--- src/rtl/mem_arb_pkg.sv ---
// Shared types for the two-master RAM arbiter.
// Latency: n/a (types and helpers only).
// Backpressure: n/a.
package mem_arb_pkg;

    // Master identifier: one bit selects between the two upstream ports.
    typedef logic mst_id_t;

    localparam mst_id_t MST_I = 1'b0;  // instruction-fetch port (m0)
    localparam mst_id_t MST_D = 1'b1;  // data port (m1)

    // Round-robin successor: after serving one master, prefer the other.
    function automatic mst_id_t rr_next(input mst_id_t id);
        return ~id;
    endfunction

endpackage

--- src/rtl/mem_arb_id_fifo.sv ---
// Ordered record of which master owns each outstanding RAM transfer.
// Latency: head is combinational from storage; push visible at head next cycle.
// Backpressure: push ignored when full unless a pop happens in the same cycle.
module mem_arb_id_fifo
    import mem_arb_pkg::*;
#(
    parameter int DEPTH = 2
) (
    input  logic    clk,
    input  logic    rst_n,
    input  logic    push_i,
    input  mst_id_t push_id_i,
    input  logic    pop_i,
    output logic    full_o,
    output logic    empty_o,
    output mst_id_t head_o
);

    localparam int PTR_W = (DEPTH > 1) ? $clog2(DEPTH) : 1;
    localparam int CNT_W = $clog2(DEPTH + 1);

    mst_id_t          mem_q [DEPTH];
    logic [PTR_W-1:0] wr_ptr_q, wr_ptr_d;
    logic [PTR_W-1:0] rd_ptr_q, rd_ptr_d;
    logic [CNT_W-1:0] cnt_q, cnt_d;
    logic             do_push, do_pop;

    // Pointers wrap explicitly so non-power-of-two depths would also work.
    function automatic logic [PTR_W-1:0] ptr_inc(input logic [PTR_W-1:0] p);
        if (p == PTR_W'(DEPTH - 1)) begin
            return '0;
        end
        return p + PTR_W'(1);
    endfunction

    assign empty_o = (cnt_q == '0);
    assign full_o  = (cnt_q == CNT_W'(DEPTH));
    assign head_o  = mem_q[rd_ptr_q];

    // A pop frees the slot the push lands in, so push+pop is fine when full.
    assign do_pop  = pop_i & ~empty_o;
    assign do_push = push_i & (~full_o | do_pop);

    // Next-state for pointers and occupancy count.
    always_comb begin
        wr_ptr_d = wr_ptr_q;
        rd_ptr_d = rd_ptr_q;
        cnt_d    = cnt_q;
        if (do_push) begin
            wr_ptr_d = ptr_inc(wr_ptr_q);
        end
        if (do_pop) begin
            rd_ptr_d = ptr_inc(rd_ptr_q);
        end
        case ({do_push, do_pop})
            2'b10:   cnt_d = cnt_q + CNT_W'(1);
            2'b01:   cnt_d = cnt_q - CNT_W'(1);
            default: cnt_d = cnt_q;
        endcase
    end

    // Pointer and count registers; reset discards all outstanding IDs.
    always_ff @(posedge clk or negedge rst_n) begin
        if (!rst_n) begin
            wr_ptr_q <= '0;
            rd_ptr_q <= '0;
            cnt_q    <= '0;
        end else begin
            wr_ptr_q <= wr_ptr_d;
            rd_ptr_q <= rd_ptr_d;
            cnt_q    <= cnt_d;
        end
    end

    // ID storage written at the tail on every accepted push.
    always_ff @(posedge clk or negedge rst_n) begin
        if (!rst_n) begin
            for (int i = 0; i < DEPTH; i++) begin
                mem_q[i] <= MST_I;
            end
        end else if (do_push) begin
            mem_q[wr_ptr_q] <= push_id_i;
        end
    end

endmodule

--- src/rtl/mem_arbiter_2to1.sv ---
// Round-robin 2:1 arbiter in front of a single-port RAM with in-order response routing.
// Latency: zero added cycles on request and response paths (combinational muxing).
// Backpressure: a stalled request is held on its master; no issue while the ID FIFO is full.
module mem_arbiter_2to1
    import mem_arb_pkg::*;
#(
    parameter int ADDR_WIDTH      = 8,
    parameter int DATA_WIDTH      = 32,
    parameter int MAX_OUTSTANDING = 2
) (
    input  logic                    clk,
    input  logic                    rst_n,

    input  logic                    m0_req_i,
    input  logic [ADDR_WIDTH-1:0]   m0_addr_i,
    input  logic                    m0_we_i,
    input  logic [DATA_WIDTH-1:0]   m0_wdata_i,
    input  logic [DATA_WIDTH/8-1:0] m0_be_i,
    output logic                    m0_gnt_o,
    output logic                    m0_rvalid_o,
    output logic [DATA_WIDTH-1:0]   m0_rdata_o,

    input  logic                    m1_req_i,
    input  logic [ADDR_WIDTH-1:0]   m1_addr_i,
    input  logic                    m1_we_i,
    input  logic [DATA_WIDTH-1:0]   m1_wdata_i,
    input  logic [DATA_WIDTH/8-1:0] m1_be_i,
    output logic                    m1_gnt_o,
    output logic                    m1_rvalid_o,
    output logic [DATA_WIDTH-1:0]   m1_rdata_o,

    output logic                    s_req_o,
    output logic [ADDR_WIDTH-1:0]   s_addr_o,
    output logic                    s_we_o,
    output logic [DATA_WIDTH-1:0]   s_wdata_o,
    output logic [DATA_WIDTH/8-1:0] s_be_o,
    input  logic                    s_gnt_i,
    input  logic                    s_rvalid_i,
    input  logic [DATA_WIDTH-1:0]   s_rdata_i,

    output logic                    err_o
);

    mst_id_t rr_ptr_q, rr_ptr_d;
    logic    lock_q, lock_d;
    mst_id_t lock_id_q, lock_id_d;

    mst_id_t sel;
    logic    sel_req;
    logic    can_issue;
    logic    accept;
    logic    fifo_full, fifo_empty;
    logic    pop;
    mst_id_t head;

    // Selection: a stalled request keeps its master; otherwise round-robin on contention.
    always_comb begin
        sel = MST_I;
        if (lock_q) begin
            sel = lock_id_q;
        end else if (m0_req_i && m1_req_i) begin
            sel = rr_ptr_q;
        end else if (m1_req_i) begin
            sel = MST_D;
        end else begin
            sel = MST_I;
        end
    end

    // A response retiring this cycle frees its FIFO slot for a same-cycle issue.
    assign pop       = s_rvalid_i & ~fifo_empty;
    assign can_issue = ~fifo_full | pop;
    assign sel_req   = (sel == MST_D) ? m1_req_i : m0_req_i;

    // Reset gates every handshake output so nothing leaks out while rst_n is low.
    assign s_req_o   = rst_n & sel_req & can_issue;
    assign accept    = s_req_o & s_gnt_i;

    // Payload follows the selected master even when no request is presented.
    assign s_addr_o  = (sel == MST_D) ? m1_addr_i  : m0_addr_i;
    assign s_we_o    = (sel == MST_D) ? m1_we_i    : m0_we_i;
    assign s_wdata_o = (sel == MST_D) ? m1_wdata_i : m0_wdata_i;
    assign s_be_o    = (sel == MST_D) ? m1_be_i    : m0_be_i;

    assign m0_gnt_o  = accept & (sel == MST_I);
    assign m1_gnt_o  = accept & (sel == MST_D);

    // Responses go to whichever master owns the oldest outstanding transfer.
    assign m0_rvalid_o = rst_n & pop & (head == MST_I);
    assign m1_rvalid_o = rst_n & pop & (head == MST_D);
    assign m0_rdata_o  = s_rdata_i;
    assign m1_rdata_o  = s_rdata_i;

    // A response with nothing outstanding is flagged and otherwise ignored.
    assign err_o = rst_n & s_rvalid_i & fifo_empty;

    // Next-state for the round-robin pointer and the stall lock.
    always_comb begin
        rr_ptr_d  = rr_ptr_q;
        lock_d    = lock_q;
        lock_id_d = lock_id_q;
        if (accept) begin
            rr_ptr_d = rr_next(sel);
            lock_d   = 1'b0;
        end else if (s_req_o) begin
            lock_d    = 1'b1;
            lock_id_d = sel;
        end else if (lock_q && !sel_req) begin
            // Locked master withdrew (protocol violation): release so the port cannot wedge.
            lock_d = 1'b0;
        end
    end

    // Arbitration state registers.
    always_ff @(posedge clk or negedge rst_n) begin
        if (!rst_n) begin
            rr_ptr_q  <= MST_I;
            lock_q    <= 1'b0;
            lock_id_q <= MST_I;
        end else begin
            rr_ptr_q  <= rr_ptr_d;
            lock_q    <= lock_d;
            lock_id_q <= lock_id_d;
        end
    end

    mem_arb_id_fifo #(
        .DEPTH (MAX_OUTSTANDING)
    ) u_id_fifo (
        .clk       (clk),
        .rst_n     (rst_n),
        .push_i    (accept),
        .push_id_i (sel),
        .pop_i     (pop),
        .full_o    (fifo_full),
        .empty_o   (fifo_empty),
        .head_o    (head)
    );

endmodule

--- config.mk ---
export PLATFORM = sky130hd
export DESIGN_NAME = mem_arbiter_2to1
export DESIGN_NICKNAME = d
export VERILOG_FILES = /design/src/rtl/mem_arb_pkg.sv /design/src/rtl/mem_arb_id_fifo.sv /design/src/rtl/mem_arbiter_2to1.sv
export SDC_FILE = /design/constraint.sdc
export NUM_CORES = 1
export LEC_CHECK = 0
export CAP_MARGIN = 40
export CELL_PAD_IN_SITES_DETAIL_PLACEMENT = 1
export CELL_PAD_IN_SITES_GLOBAL_PLACEMENT = 2
export CORE_MARGIN = 2
export CORE_UTILIZATION = 10
export DETAILED_ROUTE_END_ITERATION = 10
export MAX_ROUTING_LAYER = met4
export PLACE_DENSITY_LB_ADDON = 0.2
export SETUP_SLACK_MARGIN = 0.3
export SLEW_MARGIN = 30
export SYNTH_ARGS = -nofsm -noshare
export SYNTH_HDL_FRONTEND = slang
export SYNTH_SLANG_ARGS = --single-unit
--- constraint.sdc ---
create_clock -name clk -period 3.6 [get_ports clk]
set_input_delay 0.72 -clock clk [delete_from_list [all_inputs] [get_ports clk]]
set_output_delay 0.72 -clock clk [all_outputs]
set_load 0.01 [all_outputs]
Yosys cells after proc, flatten, opt, wreduce, memory -nomap -nowiden
Index checks and enable logic that the tools add are counted.
W data, S select, Z words.
{"block": "classes", "n_addsub": 4, "magnitude_cmp": 3, "eq_ne": 3, "muxes": 26, "bitwise_logic": 22, "reduce_logical": 8}
{"op": "$mux W32", "n": 1}
{"op": "$mux W1", "n": 20}
{"op": "$and A1 B1 Y1", "n": 13}
{"op": "$mux W8", "n": 1}
{"op": "$not A1 Y1", "n": 5}
{"op": "$eq A2 B2 Y1 const B", "n": 2}
{"op": "$ge A2 B2 Y1 const B", "n": 2}
{"op": "$mux W4", "n": 1}
{"op": "$not A1 Y2", "n": 2}
{"op": "$pmux W2 S2", "n": 1}
{"op": "$logic_and A1 B1 Y1", "n": 3}
{"op": "$reduce_bool A3 Y1", "n": 1}
{"op": "$add A1 B1 Y1 const B", "n": 2}
{"op": "$add A2 B1 Y2 const B", "n": 1}
{"op": "$bwmux W2", "n": 1}
{"op": "$eq A2 B1 Y1 const B", "n": 1}
{"op": "$logic_not A2 Y1", "n": 1}
{"op": "$lt A2 B1 Y1 const B", "n": 1}
{"op": "$or A1 B1 Y1", "n": 2}
{"op": "$reduce_and A2 Y1", "n": 1}
{"op": "$reduce_bool A2 Y1", "n": 1}
{"op": "$sub A2 B1 Y2 const B", "n": 1}
{"op": "$demux W1 S1", "n": 1}
{"op": "$logic_not A1 Y1", "n": 1}
{"block": "totals", "reg_bits": 9, "input_bits": 128, "out_inout_bits": 115, "wordCells": 74}

Logic depth before layout (Yosys ltp)
Gate-level depths: netlist of run 1.
{"block": "logic_depth", "ltp_word": 10, "depth_mapped": 8, "depth_no_buf": 7}

Hierarchy
From an unflattened synthesis of run 1, not the netlist that was laid out.
{"block": "hier_totals", "hier_cells": 172, "area_unflattened_um2": 1654.1}
{"mod": "mem_arbiter_2to1", "instances": 1, "cells_each": 143, "area_per_inst_um2": 1340.0, "seq_area_each_um2": 75.1}
{"mod": "mem_arb_id_fifo", "instances": 1, "cells_each": 29, "area_per_inst_um2": 314.1, "seq_area_each_um2": 150.1}

Worst setup path before layout of run 1
OpenSTA, ideal clock, no wires.
{"block": "synth_path", "path_type": "input port to output port", "start": "input m0_req_i", "end": "output s_wdata_o[22]", "arrival_ps": 1616, "required_ps": 2880, "slack_ps": 1264, "stages": 5, "n_path_buf": 1, "path_cell_list": "inv_1 > o21ai_1 > o21ai_2 > buf_2 > mux2_1"}
{"block": "synth_between", "elab_chain_len": 4}
{"item": "start: declaration", "line_no": "mem_arbiter_2to1.sv:14", "rtl": "input logic m0_req_i,"}
{"item": "$logic_and A1 B1 Y1", "line_no": "mem_arbiter_2to1.sv:61", "rtl": "end else if (m0_req_i && m1_req_i) begin"}
{"item": "$mux W1", "line_no": "mem_arbiter_2to1.sv:61"}
{"item": "$mux W1", "line_no": "mem_arbiter_2to1.sv:59", "rtl": "if (lock_q) begin"}
{"item": "$mux W32", "line_no": "mem_arbiter_2to1.sv:82", "rtl": "assign s_wdata_o = (sel == MST_D) ? m1_wdata_i : m0_wdata_i;"}
{"item": "end: declaration", "line_no": "mem_arbiter_2to1.sv:35", "rtl": "output logic [DATA_WIDTH-1:0] s_wdata_o,"}
No other way between the ends.

Worst setup path after layout of run 1
{"block": "layout_path", "start": "input s_rvalid_i", "end": "output m1_gnt_o"}
{"block": "layout_between", "elab_chain_len": 5}
{"item": "start: declaration", "line_no": "mem_arbiter_2to1.sv:38", "rtl": "input logic s_rvalid_i,"}
{"item": "$and A1 B1 Y1", "line_no": "mem_arbiter_2to1.sv:71", "rtl": "assign pop = s_rvalid_i & ~fifo_empty;"}
{"item": "$or A1 B1 Y1", "line_no": "mem_arbiter_2to1.sv:72", "rtl": "assign can_issue = ~fifo_full | pop;"}
{"item": "$and A1 B1 Y1", "line_no": "mem_arbiter_2to1.sv:76", "rtl": "assign s_req_o = rst_n & sel_req & can_issue;"}
{"item": "$and A1 B1 Y1", "line_no": "mem_arbiter_2to1.sv:77", "rtl": "assign accept = s_req_o & s_gnt_i;"}
{"item": "$and A1 B1 Y1", "line_no": "mem_arbiter_2to1.sv:86", "rtl": "assign m1_gnt_o = accept & (sel == MST_D);"}
{"item": "end: declaration", "line_no": "mem_arbiter_2to1.sv:28", "rtl": "output logic m1_gnt_o,"}
No other way between the ends.

==> metrics.md, run 1 <==
| Metric | Value |
|---|---|
| Status | completed |
| CP Buf/Inv Count | 2 |
| Clk Latency, worst-skew pair | 0.24 ns |
| Clock sink count | 9 |
| Crit-path max FO | 4 |
| Final GP Congestion | 0.613 |
| Synth-to-layout area growth | 93.0% |
| Post-synthesis mux area share | 0.372 |
| Vias per inst | 3.20 |
| Die Wd | 128 um |
| Delay-heaviest family, CP | buffers and inverters |
| Compound-Gate Fraction of Synth Area | 0.0285 |
| Final Hold Violating Endpoints | 0 |
| CTS tree | yes |
| Post-DP HPWL | 4960 um |
| Cells after Synth | 162 |
| FFs w/ async S/R, synth | 1.00 |
| CP Data Required Time | 2.88 ns |
| Core Box Area | 15100 um^2 |
| Vias | 1418 |
| Inserted Clock Buffers | 3 |
| Met2 wire len | 3160 um |
| Maximum vdd ir drop | 0.000112 V |
| Synthesized area | 1540 um^2 |
| Sequential area share after synthesis | 0.147 |
| Global router's overall resource usage | 0.0669 |
| Clk root buf | clkbuf_16 |
| CP max stage cell | clkdlybuf4s50_1 |
| Worst setup EP type | output pin |
| Largest net degree at the start of global routing | 22 |
| Wire length on met1 | 2160 um |
| Initial antenna violation count | 1 |
| Maximum Capacitance Violations | 0 |
| Netlist cell types | 26 |
| Final std cells w/o fill | 443 |
| Vias in the first global route | 1516 |
| Syn avg cell area | 9.48 um^2 |
| Global-route wire length before repair | 8260 um |
| WL final | 6090 um |
| Syn. warnings | 0 |
| Grt ovf | 0 |
| Top_reg_cell synth | dfrtp_1 |
| CP dominant cell by count | clkdlybuf4s50_1 |
| Worst-Margin Slew | 0.295 ns |
| Min-Delay Path Class | reg2reg |
| Worst relative slew slack | 0.802 |
| Die area | 16400 um^2 |
| Synth Area in XOR/XNOR | 0.0285 |
| Final setup fails | 0 |
| Crit-path cells | clkdlybuf4s50_1 > or3b_4 > nand3_2 > or2_4 > nor2b_1 > clkdlybuf4s50_1 |
| Final TNS setup | 0 ns |
| Share of post-route cells with drive strength above 1 | 0.260 |
| I/O Buffers | 146 |
| Utilization after layout | 0.197 |
| EDFF count, synth | 0 |
| Yosys reg bits | 9 |
| # IOs | 243 |
| Slowest stage delay, CP | 0.54 ns |
| Hold Crit Depth | 1 |
| Placed cell count | 432 |
| Syn Nets | 291 |
| DR pass1 iterations | 2 |
| Hold-fix buffers, CTS | 0 |
| Fill count | 1730 |
| Worst hold slack | 0.494 ns |
| Period utilization | 0.880 |
| RSZ-0062 raised after global routing | false |
| Row Count | 45 |
| Final Max Tran Viols | 0 |
| P per Cell Area | 459 nW/um^2 |
| Critical path data arrival time | 2.45 ns |
| Residual DRC count | 0 |
| Tmin final | 3.17 ns |
| Register-to-Register Path Depth | 7 |
| Iter 0 DRT Violations | 18 |
| Commonest non-fill, non-tap cell in the layout | clkdlybuf4s50_1 |
| Fmax | 315 MHz |
| Routed length on met3 | 655 um |
| Clock tree buffer depth | 2 |
| Area share of fa/ha/maj cells after synthesis | 0.00814 |
| H-tree levels | 1 |
| Initial Util | 0.102 |
| DR WL/cell | 13.7 um |
| Startpoint types | primary input |
| DRT antenna net count | 0 |
| Setup Skew | 0.00355 ns |
| Most frequent cells in the layout | clkdlybuf4s50_1, mux2_2, dlygate4sd2_1 |
| Critical Path Stages | 6 |
| Main combinational cell family by area after synthesis | multiplexers |
| Highest Signal Layer | met4 |
| Leakage | 1.14 nW |
| Final-stage net count | 384 |
| Die Ht | 128 um |
| Simple-Gate Fraction of Synth Area | 0.0798 |
| Reg clk slew, reported paths | 0.04 ns |
| WS Path Type | in2out |
## path summary, 6_finish.rpt
check                                        start  slack [ns]            endpoint
worst max-delay path                    s_rvalid_i        0.43            m1_gnt_o
min in group asynchronous                    rst_n        0.85  u_id_fifo.rd_ptr_q
worst max register to register  u_id_fifo.cnt_q[0]        1.71  u_id_fifo.cnt_q[1]
worst min register to register  u_id_fifo.wr_ptr_q        0.49  u_id_fifo.wr_ptr_q
max in group asynchronous                    rst_n        2.60  u_id_fifo.cnt_q[0]
worst min-delay path            u_id_fifo.wr_ptr_q        0.49  u_id_fifo.wr_ptr_q
## through the flow
stage | setup WS, ns | total power [W] | instance area [um^2]
2_1_floorplan | 1.26 | 0.000705 | 1540
3_3_place_gp | 0.149 | 0.00112 | 2800
3_5_place_dp | 0.149 | 0.00112 | 2800
4_1_cts | 0.173 | 0.00132 | 2890
5_1_grt | 0.318 | 0.00145 | 2970
6_report | 0.430 | 0.00136 | 2970
## flip-flops by register name, summed over array words and instances (netlist names)
signal,flops
lock_q,1
rr_ptr_q,1
u_id_fifo.mem_q,2
lock_id_q,1
u_id_fifo.rd_ptr_q,1
u_id_fifo.cnt_q,2
u_id_fifo.wr_ptr_q,1
## Yosys cell counts, types with 3 or more instances
library cell / number / area share
buf_2: 5 / 0.016
buf_4: 65 / 0.32
dfrtp_1: 9 / 0.15
mux2_1: 6 / 0.044
mux2_2: 39 / 0.29
mux2_4: 3 / 0.029
nand2_1: 3 / 0.0073
nor2_1: 4 / 0.0098
nor3_1: 3 / 0.0098
xnor2_1: 3 / 0.017
## power by group
group | internal [W] | switching [W]
clock | 0.000148 | 0.0000513
combinational | 0.000607 | 0.000353
sequential | 0.000150 | 0.0000500
## repair_timing
item                                    4_1_cts  5_1_grt
endpoints found under the setup margin       46       34
buffers inserted                              3        1
gates cloned                                  0        2
resized for setup                            24        3
## final cells by class
class                           instances  area, um^2  area share
Antenna cell                            1        2.50    0.000844
Clock buffer                            4        78.8      0.0266
Inverter                                1        3.75     0.00127
Multi-Input combinational cell         82         808       0.273
Sequential cell                         9         225      0.0759
Tap cell                              188         235      0.0793
Timing Repair Buffer                  158        1610       0.543
## cell families after synthesis
| family | count (synthesis) |
|---|---|
| compound gates | 6 |
| fa+ha+maj | 1 |
| xor+xnor | 5 |
| flops | 9 |
| mux | 50 |
| buf+inv | 71 |
| simple gates | 20 |
## metal layers
layer	GRT usage	vias to the layer above
met5	-	-
met4	0.0278	0
met3	0.0171	18
met2	0.122	92
met1	0.0680	637
li1	-	671
Note: power is estimated with default switching activity, not from simulation.
==> run 2, diff against run 1 <==
--- a/config.mk
+++ b/config.mk
@@ -9,7 +9,7 @@
 export CELL_PAD_IN_SITES_DETAIL_PLACEMENT = 1
 export CELL_PAD_IN_SITES_GLOBAL_PLACEMENT = 2
 export CORE_MARGIN = 2
-export CORE_UTILIZATION = 10
+export CORE_UTILIZATION = 11
 export DETAILED_ROUTE_END_ITERATION = 10
 export MAX_ROUTING_LAYER = met4
 export PLACE_DENSITY_LB_ADDON = 0.2
@@ -17,4 +17,5 @@
 export SLEW_MARGIN = 30
 export SYNTH_ARGS = -nofsm -noshare
 export SYNTH_HDL_FRONTEND = slang
+export SYNTH_HIERARCHICAL = 1
 export SYNTH_SLANG_ARGS = --single-unit
==> run 2 against run 1 <==
  * Area after synthesis rose by 7.7%
  * Worst hold slack got worse by 0.0048 ns
  * Routed wire length fell by 1.2%
  * Clock power barely moved
  * Via count rose by 7.6%
  * Count of clock-buffer cells in the layout did not move
  * Core utilization rose by 1.5 points
  * Power rose by 2.1%
  * Largest cell class unchanged
==> metrics.md, run 2 <==
| Metric | Value |
|---|---|
| Syn Nets | 300 (+3.1%) |
| Crit-path max FO | 10 (+6) |
| H-tree levels | 1 (unchanged) |
| Sw Pwr | 0.000478 W (+5.1%) |
| Final GP Congestion | 0.679 (+11%) |
| Vias per inst | 3.36 (+5.0%) |
| Vias | 1526 (+7.6%) |
| Tmin final | 3.35 ns (+0.177 ns) |
| Met3 usage | 0.0304 (+0.0133) |
| Hold-fix buffers, CTS | 0 (unchanged) |
| DR WL/cell | 13.3 um (-3.6%) |
| Combinational share of power | 0.713 (+0.007) |
| Slowest stage delay, CP | 0.48 ns (-0.06 ns) |
| Global-route wire length before repair | 8700 um (+5.3%) |
| # IOs | 243 (unchanged) |
| Sequential share of power | 0.143 (-0.004) |
| Startpoint types | primary input |
| Period utilization | 0.930 (+0.0493) |
| Yosys reg bits | 9 (unchanged) |
| Inserted Clock Buffers | 3 (unchanged) |
| Setup Skew | 0.00374 ns (+0.000190 ns) |
| Worst Hold End | u_id_fifo/rd_ptr_q |
| Reg-to-reg setup timing slack | 1.40 ns (-0.31 ns) |
| Busiest grt layer | met2 |
| CP Buf/Inv Count | 4 (+2) |
| Clk root buf | clkbuf_16 |
| DR pass1 iterations | 2 (unchanged) |
| Syn avg cell area | 9.62 um^2 (+1.4%) |
| Cells after Synth | 172 (+6.2%) |
| Post-route cell area | 3080 um^2 (+4.0%) |
| Count leader, synth | buf_4 |
| Initial Util | 0.113 (+0.0116) |
| Register-to-Register Path Depth | 8 (+1) |
| Delay-heaviest family, CP | buffers and inverters |
| Final TNS setup | 0 ns (unchanged) |
| FFs w/ async S/R, synth | 1.00 (unchanged) |
| Critical path data arrival time | 2.63 ns (+0.18 ns) |
| Synthesized area | 1650 um^2 (+7.7%) |
| Worst-Margin Slew | 0.403 ns (+0.107 ns) |
| Worst setup EP type | output pin |
| Hold Startpoint | u_id_fifo/rd_ptr_q |
| Top cell type's share of synthesized area | 0.304 (-0.0135) |
| Global router's overall resource usage | 0.0700 (+0.00307) |
| Row Count | 44 (-2.2%) |
| Netlist cell types | 30 (+15%) |
| R2r startpoint | u_id_fifo/cnt_q[0] |
| Die area | 16000 um^2 (-2.1%) |
| Final Hold Violating Endpoints | 0 (unchanged) |
| Synth-to-layout area growth | 86.5% |
| CP max stage cell | clkdlybuf4s50_1 |
| CP dominant cell by count | clkdlybuf4s50_1 |
| Clk pwr share | 0.144 (-0.003) |
| Iter 0 DRT Violations | 34 (+16) |
| Cell taking the most area after synthesis | buf_4 |
| Final setup fails | 0 (unchanged) |
| Final Max Tran Viols | 0 (unchanged) |
| Sequential area share after synthesis | 0.136 (-0.0104) |
| I/O Buffers | 146 (unchanged) |
| Hold Crit Depth | 1 (unchanged) |
| Vias in the first global route | 1608 (+6.1%) |
| Die Wd | 127 um (-1.0%) |
| Min-Delay Path Class | reg2reg |
| Top cells by instance count after synthesis | buf_4, mux2_2, dfrtp_1 |
| Die Ht | 127 um (-1.0%) |
| Largest net degree at the start of global routing | 21 (-4.5%) |
| WS Path Type | in2out |
| WL final | 6020 um (-1.2%) |
| P per Cell Area | 450 nW/um^2 (-1.8%) |
| Antenna cells | 0 (-1) |
| Maximum vdd ir drop | 0.000181 V (+61%) |
| Met2 Use GR | 0.117 (-0.00535) |
| DRT antenna net count | 0 (unchanged) |
| Grt ovf | 0 (unchanged) |
| Leakage | 1.38 nW (+20%) |
| Critical Path Stages | 7 (+1) |
| Share of post-route cells with drive strength above 1 | 0.281 (+0.0216) |
| Status | completed |
| Fmax | 299 MHz (-5.3%) |
| EDFF count, synth | 0 (unchanged) |
| M1 GR Usage | 0.0762 (+0.00824) |
| Commonest non-fill, non-tap cell in the layout | clkdlybuf4s50_1 |
| RR Endpoint | u_id_fifo/cnt_q[1] |
| Top_reg_cell synth | dfrtp_1 |
| Clk Latency, worst-skew pair | 0.24 ns (about the same) |
| Post-DP HPWL | 4990 um (+0.77%) |
| Reg clk slew, reported paths | 0.04 ns (about the same) |
| Area contributors post-synth | buf_4, mux2_2, dfrtp_1 |
| Crit-path cells | clkdlybuf4s50_1 > inv_1 > a211o_4 > nand2_8 > buf_12 > mux2_2 > clkdlybuf4s50_1 |
| Area post-placement | 2870 um^2 (+2.7%) |
| Core Box Area | 14600 um^2 (-3.3%) |
| CTS tree | yes |
| Residual DRC count | 0 (unchanged) |
| Clock tree buffer depth | 2 (unchanged) |
| Most frequent cells in the layout | clkdlybuf4s50_1, mux2_2, dlygate4sd2_1 |
| Maximum Capacitance Violations | 0 (unchanged) |
| Initial antenna violation count | 0 (-1) |
| Syn. warnings | 6 (+6) |
| Largest registers | u_id_fifo/cnt_q: 2 flops, u_id_fifo/mem_q: 2 flops |
| Internal cell power | 0.000911 W (+0.63%) |
| Clock sink count | 9 (unchanged) |
| Worst relative slew slack | 0.730 (-0.0711) |
| RSZ-0062 raised after global routing | true |
| CP Data Required Time | 2.88 ns (about the same) |
| Sw Share | 0.344 (+0.00968) |
| Final-stage net count | 399 (+3.9%) |
-- run 2: cell count changes after synthesis, moves of 3 or more --
cell,previous run,this run
buf_2,5,0
mux2_4,3,6
inv_1,1,6
nand2b_1,0,3
mux2_1,6,2
-- run 2: what timing repair did --
| action | in CTS | in global routing |
|---|---|---|
| pin swaps | 0 | 2 |
| resized for setup | 28 | 21 |
| cloned | 0 | 1 |
| setup endpoints to repair | 45 | 23 |
| buffers inserted | 2 | 8 |
-- run 2: how the worst max path moves through the flow --
stage,end,from,slack (ns)
6_report,s_wdata_o[26],m1_req_i,0.25
3_5_place_dp,m1_gnt_o,s_rvalid_i,0.09
2_1_floorplan,s_be_o[0],m0_req_i,1.20
3_3_place_gp,m1_gnt_o,s_rvalid_i,0.11
4_1_cts,s_wdata_o[26],m1_req_i,0.16
5_1_grt,s_wdata_o[26],m1_req_i,0.18
-- run 2: cells by family (layout without fill, tap and decap cells) --
logic type,after synthesis,after routing,share of synthesized area
buffers and inverters,75,173,0.342
multiplexers,51,51,0.359
AND/OR/NAND/NOR,25,25,0.101
AO/OA/AOI/OAI,10,10,0.0514
flip-flops,9,9,0.136
XOR/XNOR,2,2,0.0106
-- run 2: routing by layer --
layer / wire (um) / vias up
li1: - / 713
met1: 2250 / 692
met2: 3000 / 106
met3: 646 / 15
met4: 119 / 0
met5: 0 / -
-- run 2: power by group through the flow --
stage                     Combinational [W]  Clock [W]  Sequential, W
after global routing                0.00106   0.000215       0.000207
after global placement             0.000969          0       0.000199
after detailed placement           0.000968          0       0.000200
final                              0.000990   0.000200       0.000199
after CTS                          0.000948   0.000206       0.000199
after floorplan                    0.000599          0       0.000185
-- run 2: per-stage QoR --
| stage | instances | power (W) | worst slack, ns | util | hold WS (ns) |
|---|---|---|---|---|---|
| 4_1_cts | 445 | 0.00135 | 0.157 | 0.202 | 0.489 |
| 2_1_floorplan | 172 | 0.000784 | 1.20 | - | 0.424 |
| 3_5_place_dp | 439 | 0.00117 | 0.0858 | 0.197 | 0.479 |
| 3_3_place_gp | 439 | 0.00117 | 0.106 | 0.197 | 0.474 |
| 5_1_grt | 454 | 0.00149 | 0.181 | 0.211 | 0.495 |
| 6_report | 454 | 0.00139 | 0.253 | 0.211 | 0.489 |
-- run 2: worst register-to-register path: stages, from the launching register on --
cell	delay, ns
dfrtp_1	0.47
nor2_1	0.17
nor2b_4	0.19
o21a_4	0.16
or3b_4	0.41
inv_1	0.18
nor2b_1	0.24
mux2i_1	0.20
nor2_1	0.06
-- run 2: cell type report --
cell class / instances / area, um^2
fill: 1659 / 11500
timing repair buffer: 163 / 1660
multi-input combinational: 88 / 872
inverter: 6 / 22.5
clock buffer: 4 / 78.8
sequential: 9 / 225
tap: 184 / 230
